[config.mk]
export PLATFORM = sky130hd
export DESIGN_NAME = ef_spi_xfer
export DESIGN_NICKNAME = d
export VERILOG_FILES = /design/src/rtl/ef_spi_pkg.sv /design/src/rtl/ef_spi_clkgen.sv /design/src/rtl/ef_spi_xfer.sv
export SDC_FILE = /design/constraint.sdc
export NUM_CORES = 1
export LEC_CHECK = 0
export CORE_ASPECT_RATIO = 0.6
export CORE_MARGIN = 2
export CORE_UTILIZATION = 45
export CTS_CLUSTER_SIZE = 12
export DETAILED_ROUTE_END_ITERATION = 12
export DONT_BUFFER_PORTS = 1
export SYNTH_ARGS = -nofsm -noshare
export SYNTH_HDL_FRONTEND = slang
export SYNTH_SLANG_ARGS = --single-unit
[constraint.sdc]
create_clock -name clk_i -period 5.1 [get_ports clk_i]
set_input_delay 0.51 -clock clk_i [delete_from_list [all_inputs] [get_ports clk_i]]
set_output_delay 0.51 -clock clk_i [all_outputs]
set_load 0.005 [all_outputs]
[src/rtl/ef_spi_pkg.sv]
// Shared FSM state type and default widths for the EF_SPI transfer engine.
package ef_spi_pkg;

  localparam int DW_DEFAULT  = 32;
  localparam int CDW_DEFAULT = 8;
  localparam int NCS_DEFAULT = 4;

  typedef enum logic [2:0] {
    IDLE,
    SETUP,
    SHIFT,
    NEXT,
    HOLD,
    GAP
  } state_e;

endpackage

[src/rtl/ef_spi_clkgen.sv]
// Half-period prescaler for the SPI engine: one tick every divider_i+1 clocks.
module ef_spi_clkgen
  import ef_spi_pkg::*;
#(
  parameter int CDW = CDW_DEFAULT
) (
  input  logic           clk_i,
  input  logic           rst_ni,
  input  logic           clear_i,
  input  logic [CDW-1:0] divider_i,
  output logic           tick_o
);

  logic [CDW-1:0] count_q;

  assign tick_o = !clear_i && (count_q == divider_i);

  // Held at zero while cleared so the first half-period after a clear is full length.
  always_ff @(posedge clk_i or negedge rst_ni) begin
    if (!rst_ni) begin
      count_q <= '0;
    end else if (clear_i || tick_o) begin
      count_q <= '0;
    end else begin
      count_q <= count_q + 1'b1;
    end
  end

endmodule

[src/rtl/ef_spi_xfer.sv]
// SPI master engine: variable word length, multi-word frames, one-hot chip
// selects, selectable bit order and SPI mode, valid/ready TX stream.
module ef_spi_xfer
  import ef_spi_pkg::*;
#(
  parameter int DW  = DW_DEFAULT,
  parameter int CDW = CDW_DEFAULT,
  parameter int NCS = NCS_DEFAULT,
  parameter int WLW = $clog2(DW)
) (
  input  logic           clk_i,
  input  logic           rst_ni,
  input  logic           enable_i,
  input  logic           cpol_i,
  input  logic           cpha_i,
  input  logic           lsb_first_i,
  input  logic [CDW-1:0] clk_divider_i,
  input  logic [NCS-1:0] cs_mask_i,
  input  logic [WLW-1:0] word_len_i,
  input  logic [DW-1:0]  tx_data_i,
  input  logic           tx_last_i,
  input  logic           tx_valid_i,
  output logic           tx_ready_o,
  output logic [DW-1:0]  rx_data_o,
  output logic           rx_valid_o,
  output logic           busy_o,
  output logic           done_o,
  output logic           sclk_o,
  output logic           mosi_o,
  input  logic           miso_i,
  output logic [NCS-1:0] csb_o
);

  state_e         state_q;
  logic           cpha_q, lsbFirst_q, last_q;
  logic           sclk_q, mosi_q, rxValid_q, done_q;
  logic [CDW-1:0] divider_q;
  logic [NCS-1:0] csb_q;
  logic [WLW-1:0] wordLen_q;
  logic [WLW:0]   edgeCnt_q;
  logic [DW-1:0]  txWord_q, rxWord_q, rxData_q;

  logic           tick, accept_d, trailing_d, lastEdge_d, sampleNow_d, driveNow_d, loadLsb_d;
  logic [WLW-1:0] bitIdx_d, drivePos_d, loadPos_d;
  logic [DW-1:0]  rxNext_d;

  function automatic logic [WLW-1:0] bitPos(input logic [WLW-1:0] k,
                                            input logic [WLW-1:0] len,
                                            input logic           lsb);
    return lsb ? k : len - k;
  endfunction

  ef_spi_clkgen #(.CDW(CDW)) u_clkgen (
    .clk_i    (clk_i),
    .rst_ni   (rst_ni),
    .clear_i  ((state_q == IDLE) || (state_q == NEXT)),
    .divider_i(divider_q),
    .tick_o   (tick)
  );

  assign accept_d   = enable_i && tx_valid_i && ((state_q == IDLE) || (state_q == NEXT));
  assign tx_ready_o = rst_ni && accept_d;
  assign busy_o     = (state_q != IDLE);
  assign sclk_o     = sclk_q;
  assign mosi_o     = mosi_q;
  assign csb_o      = csb_q;
  assign rx_data_o  = rxData_q;
  assign rx_valid_o = rxValid_q;
  assign done_o     = done_q;

  // Edge counter is {bit index, phase}: even edges lead, odd edges trail.
  always_comb begin
    bitIdx_d    = edgeCnt_q[WLW:1];
    trailing_d  = edgeCnt_q[0];
    lastEdge_d  = (edgeCnt_q == {wordLen_q, 1'b1});
    sampleNow_d = tick && (state_q == SHIFT) && (trailing_d == cpha_q);
    driveNow_d  = cpha_q ? !trailing_d : (trailing_d && (bitIdx_d != wordLen_q));
    drivePos_d  = bitPos(cpha_q ? bitIdx_d : bitIdx_d + WLW'(1), wordLen_q, lsbFirst_q);
    rxNext_d    = rxWord_q;
    if (sampleNow_d) begin
      rxNext_d[bitPos(bitIdx_d, wordLen_q, lsbFirst_q)] = miso_i;
    end
    loadLsb_d = (state_q == IDLE) ? lsb_first_i : lsbFirst_q;
    loadPos_d = loadLsb_d ? '0 : word_len_i;
  end

  always_ff @(posedge clk_i or negedge rst_ni) begin
    if (!rst_ni) begin
      state_q    <= IDLE;
      cpha_q     <= 1'b0;
      lsbFirst_q <= 1'b0;
      last_q     <= 1'b0;
      sclk_q     <= 1'b0;
      mosi_q     <= 1'b0;
      rxValid_q  <= 1'b0;
      done_q     <= 1'b0;
      divider_q  <= '0;
      csb_q      <= '1;
      wordLen_q  <= '0;
      edgeCnt_q  <= '0;
      txWord_q   <= '0;
      rxWord_q   <= '0;
      rxData_q   <= '0;
    end else begin
      rxValid_q <= 1'b0;
      done_q    <= 1'b0;
      if (!enable_i) begin
        state_q <= IDLE;
        csb_q   <= '1;
        sclk_q  <= cpol_i;
      end else if (accept_d) begin
        // Frame-wide settings are captured only on the first word of a frame.
        if (state_q == IDLE) begin
          cpha_q     <= cpha_i;
          lsbFirst_q <= lsb_first_i;
          divider_q  <= clk_divider_i;
          csb_q      <= ~cs_mask_i;
          sclk_q     <= cpol_i;
        end
        txWord_q  <= tx_data_i;
        wordLen_q <= word_len_i;
        last_q    <= tx_last_i;
        mosi_q    <= tx_data_i[loadPos_d];
        rxWord_q  <= '0;
        edgeCnt_q <= '0;
        state_q   <= SETUP;
      end else begin
        unique case (state_q)
          IDLE: begin
            sclk_q <= cpol_i;
            csb_q  <= '1;
          end
          SETUP: if (tick) state_q <= SHIFT;
          SHIFT: if (tick) begin
            sclk_q    <= ~sclk_q;
            edgeCnt_q <= edgeCnt_q + 1'b1;
            rxWord_q  <= rxNext_d;
            if (driveNow_d) mosi_q <= txWord_q[drivePos_d];
            if (lastEdge_d) begin
              rxData_q  <= rxNext_d;
              rxValid_q <= 1'b1;
              state_q   <= last_q ? HOLD : NEXT;
            end
          end
          NEXT: ;
          HOLD: if (tick) begin
            csb_q   <= '1;
            state_q <= GAP;
          end
          GAP: if (tick) begin
            done_q  <= 1'b1;
            state_q <= IDLE;
          end
          default: state_q <= IDLE;
        endcase
      end
    end
  end

endmodule

# [Word-level counts from Yosys, hierarchy flattened]
# Index checks and enable logic that the tools add are counted.
# W data, S select, Z words.
[word_totals] ff_bits=137 in_bits=58 out_inout_bits=42 elab_cells=125
[op_classes] n_addsub=5 n_lt_le_gt_ge=4 n_eq_ne=18 n_mux=53 n_bitwise=3 n_reduce_logical=26
[op_table] operator="$mux W32" n=4
[op_table] operator="$bwmux W32" n=1
[op_table] operator="$mux W3" n=8
[op_table] operator="$mux W1" n=22
[op_table] operator="$mux W5" n=4
[op_table] operator="$ne A4 B4 Y1 const B" n=5
[op_table] operator="$lt A5 B6 Y1 const B" n=3
[op_table] operator="$mux W6" n=3
[op_table] operator="$mux W4" n=4
[op_table] operator="$pmux W3 S5" n=1
[op_table] operator="$reduce_and A3 Y1" n=4
[op_table] operator="$bmux W1 S5" n=2
[op_table] operator="$sub A5 B5 Y5" n=2
[op_table] operator="$add A8 B1 Y8 const B" n=1
[op_table] operator="$eq A8 B8 Y1" n=1
[op_table] operator="$logic_and A1 B1 Y1" n=8
[op_table] operator="$mux W8" n=1
[op_table] operator="$pmux W4 S2" n=1
[op_table] operator="$add A6 B1 Y6 const B" n=1
[op_table] operator="$eq A3 B2 Y1 const B" n=2
[op_table] operator="$eq A3 B3 Y1 const B" n=2
[op_table] operator="$eq A6 B6 Y1" n=1
[op_table] operator="$ne A3 B1 Y1 const B" n=2
[op_table] operator="$ne A3 B2 Y1 const B" n=2
[op_table] operator="other kinds (19)" n=24

# [Logic depth before layout (Yosys ltp)]
# Gate-level depths: netlist (run 1).
[depth] ltp_word=11 depth_mapped=14 depth_no_buf=12

# [Hierarchy]
# A second synthesis (run 1) with hierarchy kept.
[unflattened] cells_unflattened=760 area_unflattened_um2=7883.8
[modules_own_cells] mod="ef_spi_xfer" n_inst=1 cells_per_inst=714 area_per_inst_um2=7359.6 seq_area_each_um2=3233.1
[modules_own_cells] mod="ef_spi_clkgen" n_inst=1 cells_per_inst=46 area_per_inst_um2=524.3 seq_area_each_um2=200.2

# [Worst setup path before layout (run 1)]
# No wires, ideal clock.
[synth_path] kind="register to register" startpoint="register edgeCnt_q[2]" endpoint="register mosi_q, in the netlist mosi_o" setup_ps=135 arrival_time_ps=2546 t_required_ps=4965 setup_slack_ps=2419 path_stages_with_launch=12 path_buffers=1 period_less_slack_ps=2681 cell_sequence="dfrtp_1 -> ha_1 -> mux2i_1 -> fa_1 -> nor2_1 -> a21o_1 -> buf_2 -> mux4_2 -> mux2i_1 -> mux2i_1 -> nand3_1 -> nand4_1"
[synth_via] elab_chain_cells=10 elab_cells_between_ends=15 classes_between="2 x add/sub; 1 x eq/ne; 9 x mux; 3 x reduce/logical"
[synth_rtl] item="from (decl)" line="ef_spi_xfer.sv:40" text="logic [WLW:0] edgeCnt_q;"
[synth_rtl] item="from (signal assigned)" line="ef_spi_xfer.sv:136" text="edgeCnt_q <= edgeCnt_q + 1'b1;"
[synth_rtl] item="$add A5 B1 Y5" line="ef_spi_xfer.sv:78" text="drivePos_d = bitPos(cpha_q ? bitIdx_d : bitIdx_d + WLW'(1), wordLen_q, lsbFirst_q);"
[synth_rtl] item="$mux W5" line="ef_spi_xfer.sv:78"
[synth_rtl] item="$sub A5 B5 Y5" line="ef_spi_xfer.sv:50" text="return lsb ? k : len - k;"
[synth_rtl] item="$mux W5" line="ef_spi_xfer.sv:50"
[synth_rtl] item="$bmux W1 S5" line="ef_spi_xfer.sv:138" text="if (driveNow_d) mosi_q <= txWord_q[drivePos_d];"
[synth_rtl] item="$mux W1 (not written as such)" line="ef_spi_xfer.sv:138"
[synth_rtl] item="$mux W1" line="ef_spi_xfer.sv:138"
[synth_rtl] item="$mux W1" line="ef_spi_xfer.sv:134" text="SHIFT: if (tick) begin"
[synth_rtl] item="$mux W1" line="ef_spi_xfer.sv:128" text="unique case (state_q)"
[synth_rtl] item="$mux W1" line="ef_spi_xfer.sv:111" text="end else if (accept_d) begin"
[synth_rtl] item="to (signal assigned)" line="ef_spi_xfer.sv:123" text="mosi_q <= tx_data_i[loadPos_d];"
[synth_rtl] item="to (signal assigned)" line="ef_spi_xfer.sv:138"
[synth_rtl] item="to (decl)" line="ef_spi_xfer.sv:36" text="logic sclk_q, mosi_q, rxValid_q, done_q;"
# Parallel ways exist; a longest one is shown, timed or not. The select of a mux whose other input is x is not followed.
# A chain may end at the register's enable or synchronous reset.

# [Worst setup path after layout (run 1)]
[layout_path] startpoint="register edgeCnt_q[1]" endpoint="register mosi_q, in the netlist mosi_o"
# Same word-level chain as after synthesis.

==> flow_summary.json, run 1 <==
{
  "core.rowCount": 36,
  "detailed_place.area_um2": 7510,
  "post_synth_inst_count": 722,
  "fin_crit_sh_pct": 63.3,
  "top_level_ports": 100,
  "syn_nets": 793,
  "die_area_um2": 17600,
  "insertedDiodeCount": 0,
  "cts.repair.resized": 0,
  "ant_nets": 0,
  "synth_top_cells_by_count": "sky130_fd_sc_hd__dfrtp_1, sky130_fd_sc_hd__nand2_1, sky130_fd_sc_hd__o21ai_0",
  "clk_pin_slew_worst_paths_ns": 0.07,
  "detailroute.via_count": 5285,
  "worst_pin_slew_ns": 1.30,
  "synth_adder_area_share_pct": 2.40,
  "postSynthRegisterBits": 137,
  "clock_insertion_delay_worst_skew_ns": 0.41,
  "timing.reg2reg.worst_path_depth": 10,
  "cp_data_required_time_ns": 5.38,
  "leading_register_cell_type_out_of_synthesis": "sky130_fd_sc_hd__dfrtp_1",
  "final_nets": 770,
  "clk_root_buffer_cell": "sky130_fd_sc_hd__clkbuf_16",
  "yosys-mux-area-fraction_pct": 18.4,
  "area_fraction_in_compound_gates_after_synthesis_pct": 14.0,
  "htree_levels": 4,
  "yosysUniqueCellTypes": 56,
  "floorplan.initialDensity_pct": 45.8,
  "synth_edf_count": 0,
  "die_x_um": 170,
  "maxSlewHeadroom_pct": 12.8,
  "synth_async_sr_flop_share_pct": 100,
  "synth.yosys.warnings": 0,
  "min_path_type": "input port to async pin",
  "critical_path_peak_fanout": 12,
  "first_global_vias": 5241,
  "area_delta_synth_final_pct": 10.2,
  "gr-usage-all-layers_pct": 20.6,
  "gp_congestion": 0.807,
  "syn_area_per_cell_um2": 10.3,
  "dpl.hpwl_um": 11600,
  "combinational_family_with_the_most_area_after_synthesis": "multiplexers",
  "power.leakage_nw": 3.58,
  "crit_path_end_kind": "register",
  "viasPerCell": 5.74,
  "vdd_drop_max_v": 0.000215,
  "detail_route.wl_per_cell_um": 18.5,
  "yosys.area.top_type_share_pct": 44.9,
  "grt_antenna_before_repair": 0,
  "finalCriticalPeriod_ns": 3.23,
  "port_buffers": 0,
  "status": "finished, final reports clean",
  "drive_gt1_share_pct": 16.6,
  "netlist_top_cells_area": "sky130_fd_sc_hd__dfrtp_1, sky130_fd_sc_hd__mux2_2, sky130_fd_sc_hd__mux2i_1",
  "cts-buffers-inserted": 17,
  "synthMostInstantiatedCell": "sky130_fd_sc_hd__dfrtp_1",
  "grt_setup_unrepaired": "no",
  "fin_util_pct": 50.5,
  "layout.filler_cells": 1436,
  "maximum_number_of_pins_on_one_net_before_global_route_repair": 138,
  "synthSimpleGateAreaFrac_pct": 11.9,
  "synth.cell_area_um2": 7410,
  "setup_viol": 0,
  "start_kind": "register",
  "maxSlewViolCount": 0,
  "tritoncts_num_sinks": 137,
  "post_route_cell_area_um2": 8170,
  "die_y_um": 103,
  "drcViolationCount": 0,
  "max_clock_freq_mhz": 310,
  "register_area_share_after_synthesis_pct": 46.3,
  "synth_xor_area_share_pct": 3.43,
  "cts_tree": "built",
  "power_per_cell_area_nw_per_um2": 418,
  "core_area_um2": 16200,
  "finalSetupTns_ns": 0,
  "first_iter_violations": 329,
  "worst-endpoint-arrival_ns": 3.51,
  "drt_pre_antenna_iters": 5,
  "path_class": "register to register",
  "overflow": 0,
  "hold_violations": 0,
  "grt_first_pass_wirelength_um": 28300,
  "skew_ns": 0.0114,
  "finalPower_mw": 3.41,
  "yosys.area.top_type": "sky130_fd_sc_hd__dfrtp_1",
  "cap_violations": 0,
  "ctsLongestPathBuffers": 2,
  "route.final.wire_length_um": 17000
}
-- per-stage QoR --
step	worst slack (ns)	hold slack [ns]	std cells
floorplan	2.42	0.214	722
global placement	1.89	0.217	887
detailed placement	1.88	0.217	887
CTS	1.86	0.107	920
global route	1.54	0.119	921
finish	1.87	0.0238	921
-- worst max-delay path, stage by stage, from the launching register on --
cell and delay, ns:
sky130_fd_sc_hd__dfrtp_1 0.49, sky130_fd_sc_hd__ha_1 0.34, sky130_fd_sc_hd__mux2i_1 0.29, sky130_fd_sc_hd__fa_1 0.47, sky130_fd_sc_hd__nor2_1 0.10, sky130_fd_sc_hd__a21o_1 0.54
sky130_fd_sc_hd__mux4_2 0.44, sky130_fd_sc_hd__mux2i_1 0.15, sky130_fd_sc_hd__mux2i_1 0.09, sky130_fd_sc_hd__nand3_1 0.10, sky130_fd_sc_hd__nand4_1 0.09
-- power breakdown --
group	total [mW]	switching, mW	internal (mW)
Combinational	0.781	0.407	0.374
Clock	1.29	0.497	0.791
Sequential	1.34	0.124	1.22
Total	3.41	1.03	2.38
-- cell type report --
cell class	count	area, um2	area share, %
multi-input cells	523	3730	45.7
flip-flops and latches	137	3430	42.0
repair buffers	5	70.1	0.858
clock buffers	20	447	5.47
inverters	15	56.3	0.689
clock inverters	12	165	2.02
well taps	209	262	3.20
-- final timing paths --
path	startpoint	to	slack (ns)
min in group clk_i	enable_i	sclk_o	0.19
max in group asynchronous	rst_ni	rx_data_o[25]	4.45
min	rst_ni	txWord_q[31]	0.02
min reg2reg	rxWord_q[14]	rxWord_q[14]	0.50
max	edgeCnt_q[1]	mosi_o	1.87
max reg2reg	edgeCnt_q[1]	mosi_o	1.87
-- sequential cells by signal (all words and copies together) (netlist names), 3 cells and up --
signal / flops
csb_o: 4
divider_q: 8
edgeCnt_q: 6
rxWord_q: 32
rx_data_o: 32
state_q: 3
txWord_q: 32
u_clkgen.count_q: 8
wordLen_q: 5
-- cells by family after synthesis --
family                   count (synthesis)
adder cells (fa/ha/maj)                 13
AO/OA/AOI/OAI                          183
AND/OR/NAND/NOR                        182
flip-flops                             137
multiplexers                           116
buffers and inverters                   62
XOR/XNOR                                29
-- timing repair --
item / CTS / global route
buffers inserted: 0 / 0
endpoints found under the hold margin: 137 / 0
hold buffers: 1 / 0
-- layout by cell type (no fill, tap or decap), types with 10 or more instances in the layout --
cell type | synthesis | final
sky130_fd_sc_hd__inv_1 | 15 | 15
sky130_fd_sc_hd__a21oi_1 | 45 | 45
sky130_fd_sc_hd__xnor2_1 | 20 | 20
sky130_fd_sc_hd__clkbuf_16 | 0 | 17
sky130_fd_sc_hd__nand3_1 | 12 | 11
sky130_fd_sc_hd__mux2i_1 | 53 | 53
sky130_fd_sc_hd__mux2_2 | 52 | 52
sky130_fd_sc_hd__dfrtp_1 | 133 | 133
sky130_fd_sc_hd__nand2_1 | 87 | 87
sky130_fd_sc_hd__o21ai_0 | 68 | 68
sky130_fd_sc_hd__nor2_1 | 35 | 35
sky130_fd_sc_hd__o21ai_1 | 38 | 38
sky130_fd_sc_hd__ha_1 | 11 | 11
sky130_fd_sc_hd__mux4_2 | 10 | 10
-- layer usage --
metal | vias to the layer above | routed length [um] | global-route usage, %
li1 | 2507 | - | -
met2 | 117 | 7530 | 30.2
met1 | 2650 | 8540 | 30.5
met3 | 11 | 826 | 5.21
met4 | 0 | 130 | 5.39
met5 | - | 0 | 0
Power figures use the tool's default switching activity.
==> run 2: changes to the inputs <==
clock period = 3.1 ns   (was 5.1 ns; I/O delays follow)
==> flow_summary.json, run 2 (same netlist as run 1, synthesis figures left out) <==
{
  "htree_levels": 4,
  "ant_nets": 0,
  "cts-buffers-inserted": 17,
  "path_class": "register to register",
  "post_cts_hold_buffer_count": 1,
  "finalCriticalPeriod_ns": 2.92,
  "final_nets": 790,
  "finalSetupTns_ns": 0,
  "hold_violations": 137,
  "status": "complete, but fails checks",
  "floorplan.initialDensity_pct": 45.8,
  "dpl.hpwl_um": 11500,
  "gr-usage-all-layers_pct": 20.0,
  "insertedDiodeCount": 0,
  "timing.final.ws_setup_ns": 0.181,
  "min_path_type": "input port to async pin",
  "violations_in_the_final_reports": "negative hold slack",
  "maxSlewHeadroom_pct": 54.2,
  "power.leakage_nw": 3.63,
  "power_per_cell_area_nw_per_um2": 672,
  "detail_route.wl_per_cell_um": 18.1,
  "top_level_ports": 100,
  "die_x_um": 170,
  "tritoncts_num_sinks": 137,
  "critical_path.max_stage_delay_ns": 0.43,
  "first_global_vias": 5071,
  "maximum_number_of_pins_on_one_net_before_global_route_repair": 139,
  "clk_pin_slew_worst_paths_ns": 0.06,
  "clk_root_buffer_cell": "sky130_fd_sc_hd__clkbuf_16",
  "layout.filler_cells": 1401,
  "area_delta_synth_final_pct": 11.7,
  "cts_tree": "built",
  "start_kind": "register",
  "drt_pre_antenna_iters": 5,
  "crit_chain": "ha_1, inv_1, fa_1, a21o_1, a21oi_2, xnor2_1, o21a_2, o211a_2, nand2_1, mux2i_1, o21ai_0",
  "fin_crit_sh_pct": 94.2,
  "critical_path_peak_fanout": 8,
  "pre_cts_slack_ns": 0.0771,
  "max_clock_freq_mhz": 343,
  "worst_pin_slew_ns": 0.687,
  "vdd_drop_max_v": 0.000383,
  "worst_path_max_delay_cell": "sky130_fd_sc_hd__dfrtp_1",
  "die_area_um2": 17600,
  "timing.reg2reg.worst_path_depth": 11,
  "gp_congestion": 0.847,
  "core_area_um2": 16200,
  "ctsLongestPathBuffers": 2,
  "drcViolationCount": 0,
  "cp_data_required_time_ns": 3.37,
  "setup_viol": 0,
  "maxSlewViolCount": 0,
  "skew_ns": 0.00925,
  "grt_antenna_before_repair": 0,
  "seqCellArea_um2": 3430,
  "grt_first_pass_wirelength_um": 27200,
  "overflow": 0,
  "worst-endpoint-arrival_ns": 3.19,
  "multi_input_comb_area_um2": 3750,
  "drive_gt1_share_pct": 19.7,
  "layout.cells.most_common_list": "sky130_fd_sc_hd__dfrtp_1, sky130_fd_sc_hd__nand2_1, sky130_fd_sc_hd__o21ai_0",
  "whs_ns": -0.419,
  "core.rowCount": 36,
  "first_iter_violations": 290,
  "route.final.wire_length_um": 17000,
  "cap_violations": 0,
  "clock_insertion_delay_worst_skew_ns": 0.42,
  "viasPerCell": 5.67,
  "port_buffers": 0,
  "most_common_cell_after_layout_fill_and_taps_aside": "sky130_fd_sc_hd__dfrtp_1",
  "crit_path_end_kind": "register",
  "die_y_um": 103,
  "detailroute.via_count": 5337
}
run 2: cell count changes in the layout (fill, tap and decap cells not counted), moves of 2 or more:
cell / previous run / this run
sky130_fd_sc_hd__buf_4: 3 / 23
sky130_fd_sc_hd__clkinv_2: 1 / 4
sky130_fd_sc_hd__clkinv_4: 5 / 2
sky130_fd_sc_hd__clkinvlp_4: 0 / 3
sky130_fd_sc_hd__and4_1: 3 / 1
sky130_fd_sc_hd__and4_2: 0 / 2
run 2: critical path: cells and delay by family (launching register included):
kind	cells	cell delay, ns
AOI/OAI and AO/OA	5	1.06
adders and majority gates	2	0.61
and+or+nand+nor	1	0.12
muxes	1	0.23
buffers and inverters	1	0.06
xor gates and xnor gates	1	0.27
DFF	1	0.43
run 2: power breakdown:
group          internal [mW]  total [mW]  switching, mW  leakage, nW
Combinational          0.717        1.39          0.669         1.57
Clock                   1.19        1.99          0.801        0.277
Sequential              2.00        2.19          0.192         1.79
Total                   3.90        5.57           1.66         3.63
run 2: what timing repair did:
action,CTS,global route
endpoints found under the hold margin,138,137
gates resized for setup,0,7
setup buffers,0,7
endpoints found under the setup margin,0,50
run 2: worst paths after layout:
path                            slack, ns     startpoint            end
worst min-delay path                -0.42         rst_ni   txWord_q[29]
worst max-delay path                 0.18   edgeCnt_q[1]  rx_data_o[28]
max in group asynchronous            3.18         rst_ni       csb_o[0]
worst max register to register       0.18   edgeCnt_q[1]  rx_data_o[28]
worst min register to register       0.50   rxWord_q[23]   rxWord_q[23]
min in group clk_i                   0.03  word_len_i[0]   wordLen_q[0]
run 2: area by class of cell:
class | count | share of cell area (%)
inverters | 15 | 0.680
clock inverters | 14 | 1.77
well taps | 209 | 3.16
multi-input cells | 523 | 45.3
clock buffers | 18 | 5.18
repair buffers | 25 | 2.45
flip-flops and latches | 137 | 41.5
run 2: layer usage:
layer  track usage (%)  wire length [um]  vias up
met1              29.0              8370     2628
li1                  -                 -     2561
met4              5.92               131        0
met2              29.6              7550      136
met5                 0                 0        -
met3              5.40               983       12
run 2: metrics by stage:
stage / cell area, um2 / std cells / power [mW] / utilization [%] / hold WS, ns
finish: 8280 / 941 / 5.57 / 51.2 / -0.419
global placement: 7620 / 901 / 3.49 / 47.2 / 0.0167
floorplan: 7410 / 722 / 3.24 / - / 0.0144
global route: 8280 / 941 / 5.85 / 51.2 / -0.448
detailed placement: 7620 / 901 / 3.53 / 47.2 / 0.0163
CTS: 8210 / 934 / 5.55 / 50.8 / -0.439
==> run 3: changes to the inputs <==
SKIP_LAST_GASP = 1   (was unset)
==> results of run 3 <==
Final layout, timing and power as in run 2 (identical DEF).
